### config.mk
export PLATFORM = sky130hd
export DESIGN_NAME = ex_hazard_ctrl_flat
export DESIGN_NICKNAME = d
export VERILOG_FILES = /design/src/rtl/ex_hazard_ctrl_if.sv /design/src/rtl/ex_hazard_ctrl.sv /design/src/flat_wrapper.sv
export SDC_FILE = /design/constraint.sdc
export NUM_CORES = 1
export LEC_CHECK = 0
export CAP_MARGIN = 20
export CORE_MARGIN = 2
export CORE_UTILIZATION = 40
export CTS_BUF_LIST = sky130_fd_sc_hd__clkbuf_4 sky130_fd_sc_hd__clkbuf_8 sky130_fd_sc_hd__clkbuf_16
export CTS_CLUSTER_DIAMETER = 150
export DETAILED_ROUTE_END_ITERATION = 8
export HOLD_SLACK_MARGIN = 0.02
export PLACE_DENSITY = 0.65
export SLEW_MARGIN = 20
export SYNTH_ARGS = -nofsm -noshare
export SYNTH_HDL_FRONTEND = slang
export SYNTH_SLANG_ARGS = --single-unit
### constraint.sdc
create_clock -name clk -period 3.12 [get_ports clk]
set_input_delay 0.624 -clock clk [delete_from_list [all_inputs] [get_ports clk]]
set_output_delay 0.624 -clock clk [all_outputs]
set_load 0.02 [all_outputs]
### src/rtl/ex_hazard_ctrl_if.sv
// Execute-stage hazard controller interface: ID-stage instruction info and flush in,
// stall/bubble/forwarding controls and the stall counter out.
interface ex_hazard_ctrl_if #(
  parameter int unsigned REG_W = 5,
  parameter int unsigned CNT_W = 16
);
  logic             id_valid;
  logic [REG_W-1:0] id_rs;
  logic [REG_W-1:0] id_rt;
  logic             id_uses_rs;
  logic             id_uses_rt;
  logic [REG_W-1:0] id_dest;
  logic             id_reg_write;
  logic             id_mem_read;
  logic             flush;
  logic             stall;
  logic             ex_bubble;
  logic [1:0]       forwd_mux1_ctrl;
  logic [1:0]       forwd_mux2_ctrl;
  logic [CNT_W-1:0] stall_count;

  // Pipeline side: drives the ID-stage view, consumes the controls.
  modport master (
    output id_valid, id_rs, id_rt, id_uses_rs, id_uses_rt, id_dest, id_reg_write,
           id_mem_read, flush,
    input  stall, ex_bubble, forwd_mux1_ctrl, forwd_mux2_ctrl, stall_count
  );

  // Controller side.
  modport slave (
    input  id_valid, id_rs, id_rt, id_uses_rs, id_uses_rt, id_dest, id_reg_write,
           id_mem_read, flush,
    output stall, ex_bubble, forwd_mux1_ctrl, forwd_mux2_ctrl, stall_count
  );
endinterface

### src/rtl/ex_hazard_ctrl.sv
// Hazard and forwarding controller for the execute stage of the 16-bit MIPS pipeline.
// Shadows EX/MEM/WB destination info, drives the ALU operand forwarding selects,
// inserts a one-cycle load-use stall and counts stall cycles (saturating).
module ex_hazard_ctrl #(
  parameter int unsigned REG_W = 5,
  parameter int unsigned CNT_W = 16
) (
  input logic             clk,
  input logic             rst,
  ex_hazard_ctrl_if.slave bus
);

  localparam logic [1:0] FwdRf  = 2'b00;
  localparam logic [1:0] FwdWb  = 2'b01;
  localparam logic [1:0] FwdMem = 2'b10;

  typedef struct packed {
    logic             valid;
    logic [REG_W-1:0] rs;
    logic [REG_W-1:0] rt;
    logic             uses_rs;
    logic             uses_rt;
    logic [REG_W-1:0] dest;
    logic             reg_write;
    logic             mem_read;
  } ex_slot_t;

  typedef struct packed {
    logic             valid;
    logic [REG_W-1:0] dest;
    logic             reg_write;
    logic             mem_read;
  } mem_slot_t;

  // mem_read is dropped at WB: nothing downstream of MEM consults it.
  typedef struct packed {
    logic             valid;
    logic [REG_W-1:0] dest;
    logic             reg_write;
  } wb_slot_t;

  ex_slot_t   ex_q, ex_d;
  mem_slot_t  mem_q, mem_d;
  wb_slot_t   wb_q, wb_d;
  logic [CNT_W-1:0] stall_count_q, stall_count_d;

  logic hz;
  logic stall;
  logic ex_bubble;
  logic [1:0] fwd1;
  logic [1:0] fwd2;

  // Select the youngest in-flight producer of src; r0 is never forwarded.
  function automatic logic [1:0] fwd_sel(input logic ex_valid, input logic uses,
                                         input logic [REG_W-1:0] src,
                                         input mem_slot_t mem, input wb_slot_t wb);
    logic [1:0] sel;
    sel = FwdRf;
    if (ex_valid && uses && src != '0) begin
      if (mem.valid && mem.reg_write && mem.dest == src) begin
        sel = FwdMem;
      end else if (wb.valid && wb.reg_write && wb.dest == src) begin
        sel = FwdWb;
      end
    end
    return sel;
  endfunction

  // Load-use detection against the load sitting in EX; a flush makes the stall moot.
  always_comb begin
    hz = 1'b0;
    if (bus.id_valid && ex_q.valid && ex_q.mem_read && ex_q.dest != '0) begin
      hz = (bus.id_uses_rs && bus.id_rs == ex_q.dest) ||
           (bus.id_uses_rt && bus.id_rt == ex_q.dest);
    end
    stall     = hz && !bus.flush;
    ex_bubble = hz || bus.flush;
  end

  // Forwarding selects for the two ALU operands of the instruction in EX.
  always_comb begin
    fwd1 = fwd_sel(ex_q.valid, ex_q.uses_rs, ex_q.rs, mem_q, wb_q);
    fwd2 = fwd_sel(ex_q.valid, ex_q.uses_rt, ex_q.rt, mem_q, wb_q);
  end

  // Next-state: shadows always shift; EX captures ID unless a bubble goes in.
  always_comb begin
    ex_d           = '0;
    ex_d.valid     = bus.id_valid && !ex_bubble;
    ex_d.rs        = bus.id_rs;
    ex_d.rt        = bus.id_rt;
    ex_d.uses_rs   = bus.id_uses_rs;
    ex_d.uses_rt   = bus.id_uses_rt;
    ex_d.dest      = bus.id_dest;
    ex_d.reg_write = bus.id_reg_write;
    ex_d.mem_read  = bus.id_mem_read;

    mem_d.valid     = ex_q.valid;
    mem_d.dest      = ex_q.dest;
    mem_d.reg_write = ex_q.reg_write;
    mem_d.mem_read  = ex_q.mem_read;

    wb_d.valid     = mem_q.valid;
    wb_d.dest      = mem_q.dest;
    wb_d.reg_write = mem_q.reg_write;

    stall_count_d = stall_count_q;
    if (stall && stall_count_q != '1) begin
      stall_count_d = stall_count_q + CNT_W'(1);
    end
  end

  // Shadow registers and stall counter; reset discards all in-flight state.
  always_ff @(posedge clk or posedge rst) begin
    if (rst) begin
      ex_q          <= '0;
      mem_q         <= '0;
      wb_q          <= '0;
      stall_count_q <= '0;
    end else begin
      ex_q          <= ex_d;
      mem_q         <= mem_d;
      wb_q          <= wb_d;
      stall_count_q <= stall_count_d;
    end
  end

  assign bus.stall           = stall;
  assign bus.ex_bubble       = ex_bubble;
  assign bus.forwd_mux1_ctrl = fwd1;
  assign bus.forwd_mux2_ctrl = fwd2;
  assign bus.stall_count     = stall_count_q;

  // A load in MEM never sources EX: the load-use stall always leaves a bubble between them.
  ex_no_mem_load_src: assert property (@(posedge clk) disable iff (rst)
    !(mem_q.valid && mem_q.mem_read && mem_q.dest != '0 && ex_q.valid &&
      ((ex_q.uses_rs && ex_q.rs == mem_q.dest) || (ex_q.uses_rt && ex_q.rt == mem_q.dest))));

endmodule

### src/flat_wrapper.sv
// flat-port wrapper written by rule: the top's interface ports become plain ports
module ex_hazard_ctrl_flat 
#(
  parameter int unsigned REG_W = 5,
  parameter int unsigned CNT_W = 16
)
  (clk, rst, bus_id_valid, bus_id_rs, bus_id_rt, bus_id_uses_rs, bus_id_uses_rt, bus_id_dest, bus_id_reg_write, bus_id_mem_read, bus_flush, bus_stall, bus_ex_bubble, bus_forwd_mux1_ctrl, bus_forwd_mux2_ctrl, bus_stall_count);
  ex_hazard_ctrl_if #(.REG_W(REG_W), .CNT_W(CNT_W)) bus_i ();
  input logic clk;
  input logic rst;
  input wire logic [$bits(bus_i.id_valid)-1:0] bus_id_valid;
  input wire logic [$bits(bus_i.id_rs)-1:0] bus_id_rs;
  input wire logic [$bits(bus_i.id_rt)-1:0] bus_id_rt;
  input wire logic [$bits(bus_i.id_uses_rs)-1:0] bus_id_uses_rs;
  input wire logic [$bits(bus_i.id_uses_rt)-1:0] bus_id_uses_rt;
  input wire logic [$bits(bus_i.id_dest)-1:0] bus_id_dest;
  input wire logic [$bits(bus_i.id_reg_write)-1:0] bus_id_reg_write;
  input wire logic [$bits(bus_i.id_mem_read)-1:0] bus_id_mem_read;
  input wire logic [$bits(bus_i.flush)-1:0] bus_flush;
  output wire logic [$bits(bus_i.stall)-1:0] bus_stall;
  output wire logic [$bits(bus_i.ex_bubble)-1:0] bus_ex_bubble;
  output wire logic [$bits(bus_i.forwd_mux1_ctrl)-1:0] bus_forwd_mux1_ctrl;
  output wire logic [$bits(bus_i.forwd_mux2_ctrl)-1:0] bus_forwd_mux2_ctrl;
  output wire logic [$bits(bus_i.stall_count)-1:0] bus_stall_count;
  assign bus_i.id_valid = bus_id_valid;
  assign bus_i.id_rs = bus_id_rs;
  assign bus_i.id_rt = bus_id_rt;
  assign bus_i.id_uses_rs = bus_id_uses_rs;
  assign bus_i.id_uses_rt = bus_id_uses_rt;
  assign bus_i.id_dest = bus_id_dest;
  assign bus_i.id_reg_write = bus_id_reg_write;
  assign bus_i.id_mem_read = bus_id_mem_read;
  assign bus_i.flush = bus_flush;
  assign bus_stall = bus_i.stall;
  assign bus_ex_bubble = bus_i.ex_bubble;
  assign bus_forwd_mux1_ctrl = bus_i.forwd_mux1_ctrl;
  assign bus_forwd_mux2_ctrl = bus_i.forwd_mux2_ctrl;
  assign bus_stall_count = bus_i.stall_count;
  ex_hazard_ctrl #(.REG_W(REG_W), .CNT_W(CNT_W)) u_core (.clk(clk), .rst(rst), .bus(bus_i));
endmodule
# [Word-level counts from Yosys, hierarchy flattened]
# Index checks and enable logic that the tools add are counted.
[word_totals] register_bits=50 input_bits=23 output_inout_bits=22 word_cells=55
[classes] n_addsub=1 n_eq_ne=7 muxes=7 reduce_logical=25
[op_table] op="$eq A5 B5 Y1" count=6
[op_table] op="$logic_and A1 B1 Y1" count=18
[op_table] op="$add A16 B1 Y16 const B" count=1
[op_table] op="$ne A16 B16 Y1 const B" count=1
[op_table] op="$reduce_bool A5 Y1" count=3
[op_table] op="$mux W2" count=4
[op_table] op="$mux W1" count=3
[op_table] op="$logic_not A1 Y1" count=2
[op_table] op="$logic_or A1 B1 Y1" count=2

# [Logic depth before layout (Yosys ltp)]
# Gate-level depths: netlist (run 1).
[depth] ltp_word=7 ltp_mapped=6 depth_no_buf=6

# [Least setup slack after synthesis (run 1)]
# OpenSTA, ideal clock, no wires.
[synth_timing] kind="input to output" startpoint="input bus_id_rs[1]" endpoint="output bus_stall" arrival_time_ns=1.828 t_required_ns=2.496 path_slack_ns=0.668 cell_stages=6 path_buffers=1 path_cell_list="xnor2_1 > nand4_1 > o22ai_1 > buf_2 > nor2b_1 > and2_1"
[synth_via] elab_chain_len=5
[synth_rtl] element="start, declared" line_no="flat_wrapper.sv:12" source="input wire logic [$bits(bus_i.id_rs)-1:0] bus_id_rs;"
[synth_rtl] element="$eq A5 B5 Y1" line_no="ex_hazard_ctrl.sv:73" source="hz = (bus.id_uses_rs && bus.id_rs == ex_q.dest) ||"
[synth_rtl] element="$logic_and A1 B1 Y1" line_no="ex_hazard_ctrl.sv:73"
[synth_rtl] element="$logic_or A1 B1 Y1" line_no="ex_hazard_ctrl.sv:73"
[synth_rtl] element="$mux W1" line_no="ex_hazard_ctrl.sv:72" source="if (bus.id_valid && ex_q.valid && ex_q.mem_read && ex_q.dest != '0) begin"
[synth_rtl] element="$logic_and A1 B1 Y1" line_no="ex_hazard_ctrl.sv:76" source="stall = hz && !bus.flush;"
[synth_rtl] element="end, declared" line_no="flat_wrapper.sv:20" source="output wire logic [$bits(bus_i.stall)-1:0] bus_stall;"
# Every way passes these cells.

# [Worst setup path in the final report (run 1)]
[layout_timing] startpoint="input bus_id_rs[2]" endpoint="output bus_stall"
# Same word-level chain as after synthesis.

==> impl_metrics.ini, run 1 <==
[outcome]
outcome = finished clean

[timing]
hold_ws_ns = 0.362
drv_slew = 0
hold_violations = 0
rsz0062_at_grt = false
setup_viol = 0
period_share = 0.930
clock_skew_ns = 0.0109
tightest_slew_ns = 0.480
max_freq_ghz = 0.345
min_period_ns = 2.90
tns_ns = 0
max_slew_margin = 0.680

[placement]
place_inst = 288
io_buffers = 44
routabilityCongestion = 0.809
dp_hpwl_um = 3220

[setup_path]
r2r_start = u_core.ex_q[2]
worstPathArrival_ns = 2.28
r2r_end = u_core.bus.stall_count[1]
start_kind = input pin
setup.worst_path.end_class = primary output
critPathKind = in -> out
critPathRequiredTime_ns = 2.50
rr_worst_depth = 6
cp_max_fo = 3
r2r_slack_ns = 1.06

[yosys]
synth-edff-count = 0
synth_warnings = 0
avgSynthCellArea_sq_um = 12.7
netlist_area_sq_um = 2180
synthTopCellsByArea = dfrtp_1 57%, xnor2_1 11%, xor2_1 6.4%, nand4_1 4.0%, nor4b_2 2.1%
yosysTopAreaCell = dfrtp_1
synthCells = 171
synth-main-ff-cell = dfrtp_1
synthArstFlopShare = 1.00
ys_types = 33
ys_seq_elements = 50
synth_nets = 195
ys_seq_area_frac = 0.574
netlist.area_leader.share = 0.574

[power_and_ir_drop]
combPwrFrac = 0.091
p_int_w = 0.000909
clockPowerShare = 0.322
peakVddDrop_v = 0.000246
power_per_cell_area_nw_per_um2 = 418
power_frac_seq = 0.587
p_sw_frac = 0.233
power.leakage_nw = 1.13
switchingPower_w = 0.000277

[cells_and_area]
num-nets-final = 249
fill_cells = 441
diodes = 0
stdcell_count = 296
drive_above_1_share = 0.115
areaGrowthSynthToFinish_pct = 30.1

[drt]
routedWlPerCell_um = 14.2
routed_wl_um = 4220
vias = 1464
dr.pass1.iters = 4
drcViolationCount = 0
via_per_inst = 4.95
drtIter0Drc = 77
ant_nets = 0

[clock_tree]
numClockSinks = 50
cts_setup_buffers = 0
post_cts_resized = 4
clk_path_buf_depth = 2
cts_hold_buf = 0
numCtsBuffers = 5
clk_pin_slew_worst_paths_ns = 0.08
clock_latency_ns = 0.30
cts_tree = yes
htreeDepth = 2
cts_root_buf = clkbuf_8

[die]
std_cell_rows = 26
core_area_sq_um = 5170
initial_utilization = 0.421
dieArea_sq_um = 6060
die_h_um = 77.8
ioPinCount = 45
fp.dieW_um = 77.8

[hold_path]
min_path_type = reg -> reg
whs_path_depth = 0
hold_start = u_core.ex_q[1]
hold-path-endpoint = u_core.mem_q[1]

[grt]
grtUsageTotal = 0.150
grt_pass1_vias = 1477
grt_max_degree = 24
antenna_found_initial = 0
overflow = 0
grt_pass1_wl_um = 7070

[flow_run]
cap_viol_max_count = 0
==> metrics by stage <==
stage | power (W) | worst slack (ns) | cell area [sq um] | util
3_5_place_dp | 0.000819 | -0.156 | 2740 | 0.529
2_1_floorplan | 0.000762 | 0.668 | 2180 | -
5_1_grt | 0.00124 | 0.0821 | 2840 | 0.548
6_report | 0.00119 | 0.217 | 2840 | 0.548
3_3_place_gp | 0.000819 | -0.121 | 2740 | 0.529
4_1_cts | 0.00120 | 0.197 | 2840 | 0.548
==> synthesized netlist by cell type, drive strengths merged, types with 2 or more instances <==
| library cell | count |
|---|---|
| mux2 | 2 |
| nor4 | 6 |
| nor4b | 5 |
| or4 | 5 |
| nor2b | 2 |
| o211ai | 3 |
| nand2b | 2 |
| xnor2 | 28 |
| nor2 | 5 |
| xor2 | 16 |
| dfrtp | 50 |
| nand3 | 7 |
| nand2 | 8 |
| nand4 | 15 |
| and2 | 2 |
| nor3 | 5 |
==> cell usage in the layout (no fill, tap or decap), types with 2 or more instances in the layout <==
cell / netlist / final
nand4_1: 14 / 14
nand2b_1: 2 / 2
nor4_1: 4 / 4
nand3_1: 6 / 6
xnor2_1: 28 / 28
nor4b_1: 2 / 2
or4_4: 2 / 2
xor2_1: 16 / 16
nor3_1: 5 / 5
buf_4: 0 / 5
nor2_1: 4 / 4
o211ai_1: 2 / 2
clkdlybuf4s50_1: 0 / 42
dlygate4sd2_1: 0 / 2
dfrtp_1: 50 / 50
nor4b_2: 3 / 3
or4_1: 3 / 3
nand2_1: 8 / 8
clkbuf_8: 0 / 6
and2_1: 2 / 2
nor4_2: 2 / 2
mux2_1: 2 / 2
==> sequential cells by signal (all words and copies together) (netlist names) <==
register,flops
u_core.mem_q,7
u_core.bus.stall_count,16
u_core.ex_q,20
u_core.wb_q,7
==> per-layer routing <==
| layer | track usage | routed length (um) | up-vias |
|---|---|---|---|
| li1 | - | - | 715 |
| met1 | 0.212 | 2080 | 713 |
| met2 | 0.228 | 1950 | 32 |
| met3 | 0.0453 | 153 | 4 |
| met4 | 0.0321 | 31 | 0 |
| met5 | 0 | 0 | - |
==> worst max path at each step <==
stage / startpoint / to / slack (ns) / cells after the start
floorplan: bus_id_rs[1] / bus_stall / 0.67 / 6
global placement: bus_id_rs[4] / bus_stall / -0.12 / 7
detailed placement: bus_id_rs[2] / bus_stall / -0.16 / 7
CTS: bus_id_rs[2] / bus_stall / 0.20 / 7
global route: bus_id_rt[1] / bus_stall / 0.08 / 7
finish: bus_id_rs[2] / bus_stall / 0.22 / 7
==> power by group through the flow <==
stage          logic [W]  registers (W)  clock network [W]
3_3_place_gp    0.000109       0.000710                  0
2_1_floorplan  0.0000579       0.000704                  0
3_5_place_dp    0.000109       0.000710                  0
6_report        0.000108       0.000696           0.000382
5_1_grt         0.000119       0.000700           0.000422
4_1_cts         0.000110       0.000697           0.000394
==> cells by family (layout without fill, tap and decap cells) <==
logic type               Yosys count  after routing  synth area share
AO/OA/AOI/OAI                      5              5            0.0230
AND/OR/NAND/NOR                   66             66             0.204
multiplexers                       2              2            0.0103
flip-flops                        50             50             0.574
adder cells (fa/ha/maj)            1              1           0.00574
XOR/XNOR                          44             44             0.177
buffers and inverters              3             58           0.00574
==> cell type report <==
cell class / count / area [sq um] / area share
clock buffers: 6 / 82.6 / 0.0291
clock inverters: 2 / 12.5 / 0.00441
inverters: 1 / 3.75 / 0.00132
multi-input cells: 118 / 923 / 0.326
flip-flops and latches: 50 / 1250 / 0.441
well taps: 70 / 87.6 / 0.0309
repair buffers: 49 / 475 / 0.168
==> worst max-delay path, cell delays in order <==
cell             delay, ns
clkdlybuf4s50_1       0.49
xnor2_1               0.13
nand4_1               0.10
o22ai_1               0.25
nor2b_4               0.23
and2_1                0.13
dlygate4sd2_1         0.32
(Power assumes the default switching activity.)
==> inputs of run 2 (changes only) <==
Settings changed: CORE_ASPECT_RATIO set to 0.5.
==> impl_metrics.ini, run 2 (synthesis gave the netlist of run 1 again) <==
[die]
fp.dieW_um = 108
dieArea_sq_um = 6090
std_cell_rows = 18
die_h_um = 56.2
initial_utilization = 0.428
ioPinCount = 45
core_area_sq_um = 5090

[timing]
period_share = 0.949
max_freq_ghz = 0.338
max_slew_margin = 0.754
fin_ws_ns = 0.158
clock_skew_ns = 0.00597
tightest_slew_ns = 0.365
min_period_ns = 2.96
setup_viol = 0
hold_violations = 0
drv_slew = 0
rsz0062_at_grt = false

[power_and_ir_drop]
combPwrFrac = 0.090
power_per_cell_area_nw_per_um2 = 423
power_frac_seq = 0.578
p_int_w = 0.000914
p_sw_frac = 0.241
power.leakage_nw = 1.14
fin_total_pwr_w = 0.00120
clockPowerShare = 0.331
peakVddDrop_v = 0.000179
switchingPower_w = 0.000289

[cells_and_area]
mostFrequentLayoutCells = 50 x dfrtp_1, 42 x clkdlybuf4s50_1, 28 x xnor2_1, 16 x xor2_1, 14 x nand4_1
layout_commonest_cell = dfrtp_1
fill_cells = 463
largest_register_ffs = 20
drive_above_1_share = 0.119
diodes = 0
areaGrowthSynthToFinish_pct = 30.4
fin_util = 0.559
top_register = u_core.ex_q
num-nets-final = 250

[clock_tree]
cts_setup_buffers = 0
post_cts_resized = 3
clk_path_buf_depth = 2
htreeDepth = 2
cts_hold_buf = 0
cts_tree = yes
numCtsBuffers = 5
clock_latency_ns = 0.30
numClockSinks = 50
cts_root_buf = clkbuf_8
clk_pin_slew_worst_paths_ns = 0.09

[drt]
ant_nets = 0
via_per_inst = 5.00
drcViolationCount = 0
drtIter0Drc = 33
routedWlPerCell_um = 14.7
dr.pass1.iters = 4
vias = 1484
routed_wl_um = 4360

[setup_path]
start_kind = input pin
r2r_start = u_core.bus.stall_count[0]
worstPathArrival_ns = 2.34
r2r_slack_ns = 1.08
setup.worst_path.end_class = primary output
critPathKind = in -> out
cp_max_fo = 3
rr_worst_depth = 6
r2r_end = u_core.bus.stall_count[14]
critPathRequiredTime_ns = 2.50

[hold_path]
min_path_type = reg -> reg
whs_path_depth = 0
hold_start = u_core.ex_q[1]
hold-path-endpoint = u_core.mem_q[1]

[flow_run]
cap_viol_max_count = 0

[grt]
grtUsageTotal = 0.162
overflow = 0
grt_pass1_vias = 1637
grt_max_degree = 21
grt_pass1_wl_um = 7690
antenna_found_initial = 0

[placement]
routabilityCongestion = 0.810
place_ws_ns = -0.168
dp_hpwl_um = 3420
io_buffers = 44

[outcome]
outcome = finished clean
-- run 2: cell type report --
| type | count | area [sq um] | area share |
|---|---|---|---|
| Clock buffer | 6 | 82.6 | 0.0290 |
| Timing Repair Buffer | 50 | 483 | 0.170 |
| Clock inverter | 2 | 16.3 | 0.00572 |
| Sequential cell | 50 | 1250 | 0.440 |
| Inverter | 1 | 3.75 | 0.00132 |
| Tap cell | 70 | 87.6 | 0.0308 |
| Multi-Input combinational cell | 118 | 918 | 0.323 |
-- run 2: how the worst max path moves through the flow --
stage,start,endpoint,slack (ns)
2_1_floorplan,bus_id_rs[1],bus_stall,0.67
3_3_place_gp,bus_id_rs[4],bus_stall,-0.14
3_5_place_dp,bus_id_rs[4],bus_stall,-0.17
4_1_cts,bus_id_rs[4],bus_stall,0.15
5_1_grt,bus_id_rs[4],bus_stall,0.006
6_report,bus_id_rs[4],bus_stall,0.16
-- run 2: through the flow --
step | std cells | hold slack [ns] | instance area [sq um] | TNS, ns
after floorplan | 171 | 0.331 | 2180 | 0
after global placement | 289 | 0.337 | 2740 | -0.264
after detailed placement | 289 | 0.335 | 2740 | -0.327
after CTS | 297 | 0.356 | 2840 | 0
after global routing | 297 | 0.371 | 2840 | 0
final | 297 | 0.355 | 2840 | 0
-- run 2: critical path: stages --
cell and delay, ns:
clkdlybuf4s50_1 0.50, xnor2_1 0.13, nand4_1 0.14, o22ai_1 0.26
nor2b_2 0.23, and2_1 0.13, dlygate4sd2_1 0.32
-- run 2: power groups by stage --
stage	Clock, W	Sequential [W]	Combinational, W
finish	0.000398	0.000696	0.000109
global route	0.000437	0.000701	0.000121
CTS	0.000408	0.000697	0.000111
detailed placement	0	0.000710	0.000111
global placement	0	0.000709	0.000108
floorplan	0	0.000704	0.0000579
-- run 2: routing by layer --
layer / GRT usage / share of wire / wire, um / vias up
met3: 0.0351 / 0.023 / 102 / 5
met2: 0.272 / 0.52 / 2260 / 15
li1: - / - / - / 718
met1: 0.216 / 0.45 / 1950 / 746
met4: 0.0385 / 0.010 / 44 / 0
met5: 0 / 0 / 0 / -
==> edit (config.mk and constraints of run 1) <==
`CNT_W` is set to 16 in 3 places; all go to 18.
--- a/src/rtl/ex_hazard_ctrl_if.sv
+++ b/src/rtl/ex_hazard_ctrl_if.sv
@@ -2,7 +2,7 @@
 // stall/bubble/forwarding controls and the stall counter out.
 interface ex_hazard_ctrl_if #(
   parameter int unsigned REG_W = 5,
-  parameter int unsigned CNT_W = 16
+  parameter int unsigned CNT_W = 18
 );
   logic             id_valid;
   logic [REG_W-1:0] id_rs;
--- a/src/rtl/ex_hazard_ctrl.sv
+++ b/src/rtl/ex_hazard_ctrl.sv
@@ -3,7 +3,7 @@
 // inserts a one-cycle load-use stall and counts stall cycles (saturating).
 module ex_hazard_ctrl #(
   parameter int unsigned REG_W = 5,
-  parameter int unsigned CNT_W = 16
+  parameter int unsigned CNT_W = 18
 ) (
   input logic             clk,
   input logic             rst,
--- a/src/flat_wrapper.sv
+++ b/src/flat_wrapper.sv
@@ -2,7 +2,7 @@
 module ex_hazard_ctrl_flat 
 #(
   parameter int unsigned REG_W = 5,
-  parameter int unsigned CNT_W = 16
+  parameter int unsigned CNT_W = 18
 )
   (clk, rst, bus_id_valid, bus_id_rs, bus_id_rt, bus_id_uses_rs, bus_id_uses_rt, bus_id_dest, bus_id_reg_write, bus_id_mem_read, bus_flush, bus_stall, bus_ex_bubble, bus_forwd_mux1_ctrl, bus_forwd_mux2_ctrl, bus_stall_count);
   ex_hazard_ctrl_if #(.REG_W(REG_W), .CNT_W(CNT_W)) bus_i ();
Ports: changed (resized bus_stall_count); port bits go from 45 to 47. The function was not compared with the original's and may differ.
==> edit against run 1 <==
  * Synthesized area is 5.6% higher
  * Worst setup slack worse by 0.033 ns
  * Power is 4.2% higher
  * Sequential cell count is 2 higher
  * Wire length is 7.1% higher
  * Cell area is 4.5% higher
  * Hold slack worse by 0.0087 ns
  * Fmax is 1.1% lower
  * Critical path depth stayed put
  * Die area is 5.3% higher
  * Cell count is 5.4% higher
  * Critical endpoint is now bus_ex_bubble
==> edit: results (changes against run 1) <==
| Metric | Value |
|---|---|
| Status | `completed` |
| Setup slack of the worst register-to-register path | `1.12 ns (+0.06 ns)` |
| Largest incremental delay on the critical path | `0.49 ns (about the same)` |
| First-iteration detailed-routing DRC count | `96 (+25%)` |
| Resized cells post-CTS | `2 (-2)` |
| Non-Filler Instances | `312 (+5.4%)` |
| Main area contributors after synthesis | `sky130_fd_sc_hd__dfrtp_1 57%, sky130_fd_sc_hd__xnor2_1 14%, sky130_fd_sc_hd__nand4_1 4.1%` |
| Number of distinct library cell variants in the gate-level netlist after synthesis | `32 (-3.0%)` |
| Most frequent cells after synthesis | `52 x sky130_fd_sc_hd__dfrtp_1, 36 x sky130_fd_sc_hd__xnor2_1, 15 x sky130_fd_sc_hd__nand4_1` |
| Final wirelength | `4.51 mm (+7.1%)` |
| Worst-Margin Slew | `0.552 ns (+0.0723 ns)` |
| R2r startpoint | `u_core.bus.stall_count[0]` |
| Routability cong. | `0.827 (+2.2%)` |
| Sum of met2 wire segment lengths after detailed routing | `2.09 mm (+7.6%)` |
| Number of nets in the final layout | `263 (+5.6%)` |
| HPWL after detailed placement | `3.44 mm (+7.0%)` |
| Arrival time at the worst endpoint | `2.31 ns (+0.03 ns)` |
| Worst supply voltage drop on vdd | `0.253 mV (+3.1%)` |
| Detailed route wirelength on metal3 | `94 um (-39%)` |
| Fraction of layout instances using a drive strength above 1 | `9.58% (-1.9 points)` |
| Via total after detailed routing | `1584 (+8.2%)` |
| Post-Route Skew | `0.0119 ns (+0.000960 ns)` |
| Quantity of I/O buffers inserted on ports | `46 (+4.5%)` |
| Maximum number of pins on one net before global-route repair | `28 (+17%)` |
| Met3 Resource Use GR | `2.38% (-2.2 points)` |
| Static Leak | `1.19 nW (+4.7%)` |
| Capturing instance or port of the critical path | `bus_ex_bubble` |
| Portion of the post-synthesis area used by sequential elements | `56.5% (-0.88 points)` |
| Nets in the synthesized netlist | `208 (+6.7%)` |
| Global Route met1 Usage | `23.0% (+1.8 points)` |
| First-pass GRT wire length | `7.90 mm (+12%)` |
[edit: changes by cell type in the layout (fill, tap and decap cells not counted), moves of 3 or more]
cell / run 1 / this run
sky130_fd_sc_hd__nor2_1: 4 / 1
sky130_fd_sc_hd__inv_1: 0 / 3
sky130_fd_sc_hd__xor2_1: 16 / 10
sky130_fd_sc_hd__and3_1: 1 / 5
sky130_fd_sc_hd__nor4_1: 4 / 7
sky130_fd_sc_hd__nor3_1: 5 / 8
sky130_fd_sc_hd__nor4b_2: 3 / 0
sky130_fd_sc_hd__xnor2_1: 28 / 36
sky130_fd_sc_hd__nand3_1: 6 / 11
[edit: stage by stage]
step                hold WS, ns  area [um2]  setup slack [ns]
floorplan                 0.331        2300             0.835
global placement          0.332        2870           -0.0790
detailed placement        0.337        2870            -0.101
CTS                       0.357        2960             0.168
global route              0.361        2960            0.0642
finish                    0.354        2960             0.184
[edit: kinds of logic after synthesis]
logic type / share of synthesized area (%)
compound gates: 3.37
buf+inv: 2.12
mux: 1.14
simple gates: 18.8
fa+ha+maj: 0.543
flops: 56.5
xor+xnor: 17.5
[edit: final cells by class]
type,count,area [um2]
timing repair buffer,51,508
inverter,4,15.0
clock buffer,8,97.6
sequential,52,1300
fill,516,2580
tap,72,90.1
multi-input combinational,125,952
[edit: report_power, final]
group,switching [mW],total [mW],internal [mW]
logic,0.0454,0.105,0.0597
clock network,0.210,0.409,0.199
registers,0.0253,0.722,0.697
total,0.281,1.24,0.955
[edit: worst register-to-register path: cells and delay by family, from the launching register on]
| kind | cells | cell delay (ns) |
|---|---|---|
| flops | 1 | 0.47 |
| mux | 1 | 0.30 |
| buf+inv | 1 | 0.11 |
| fa+ha+maj | 1 | 0.28 |
| simple gates | 3 | 0.75 |
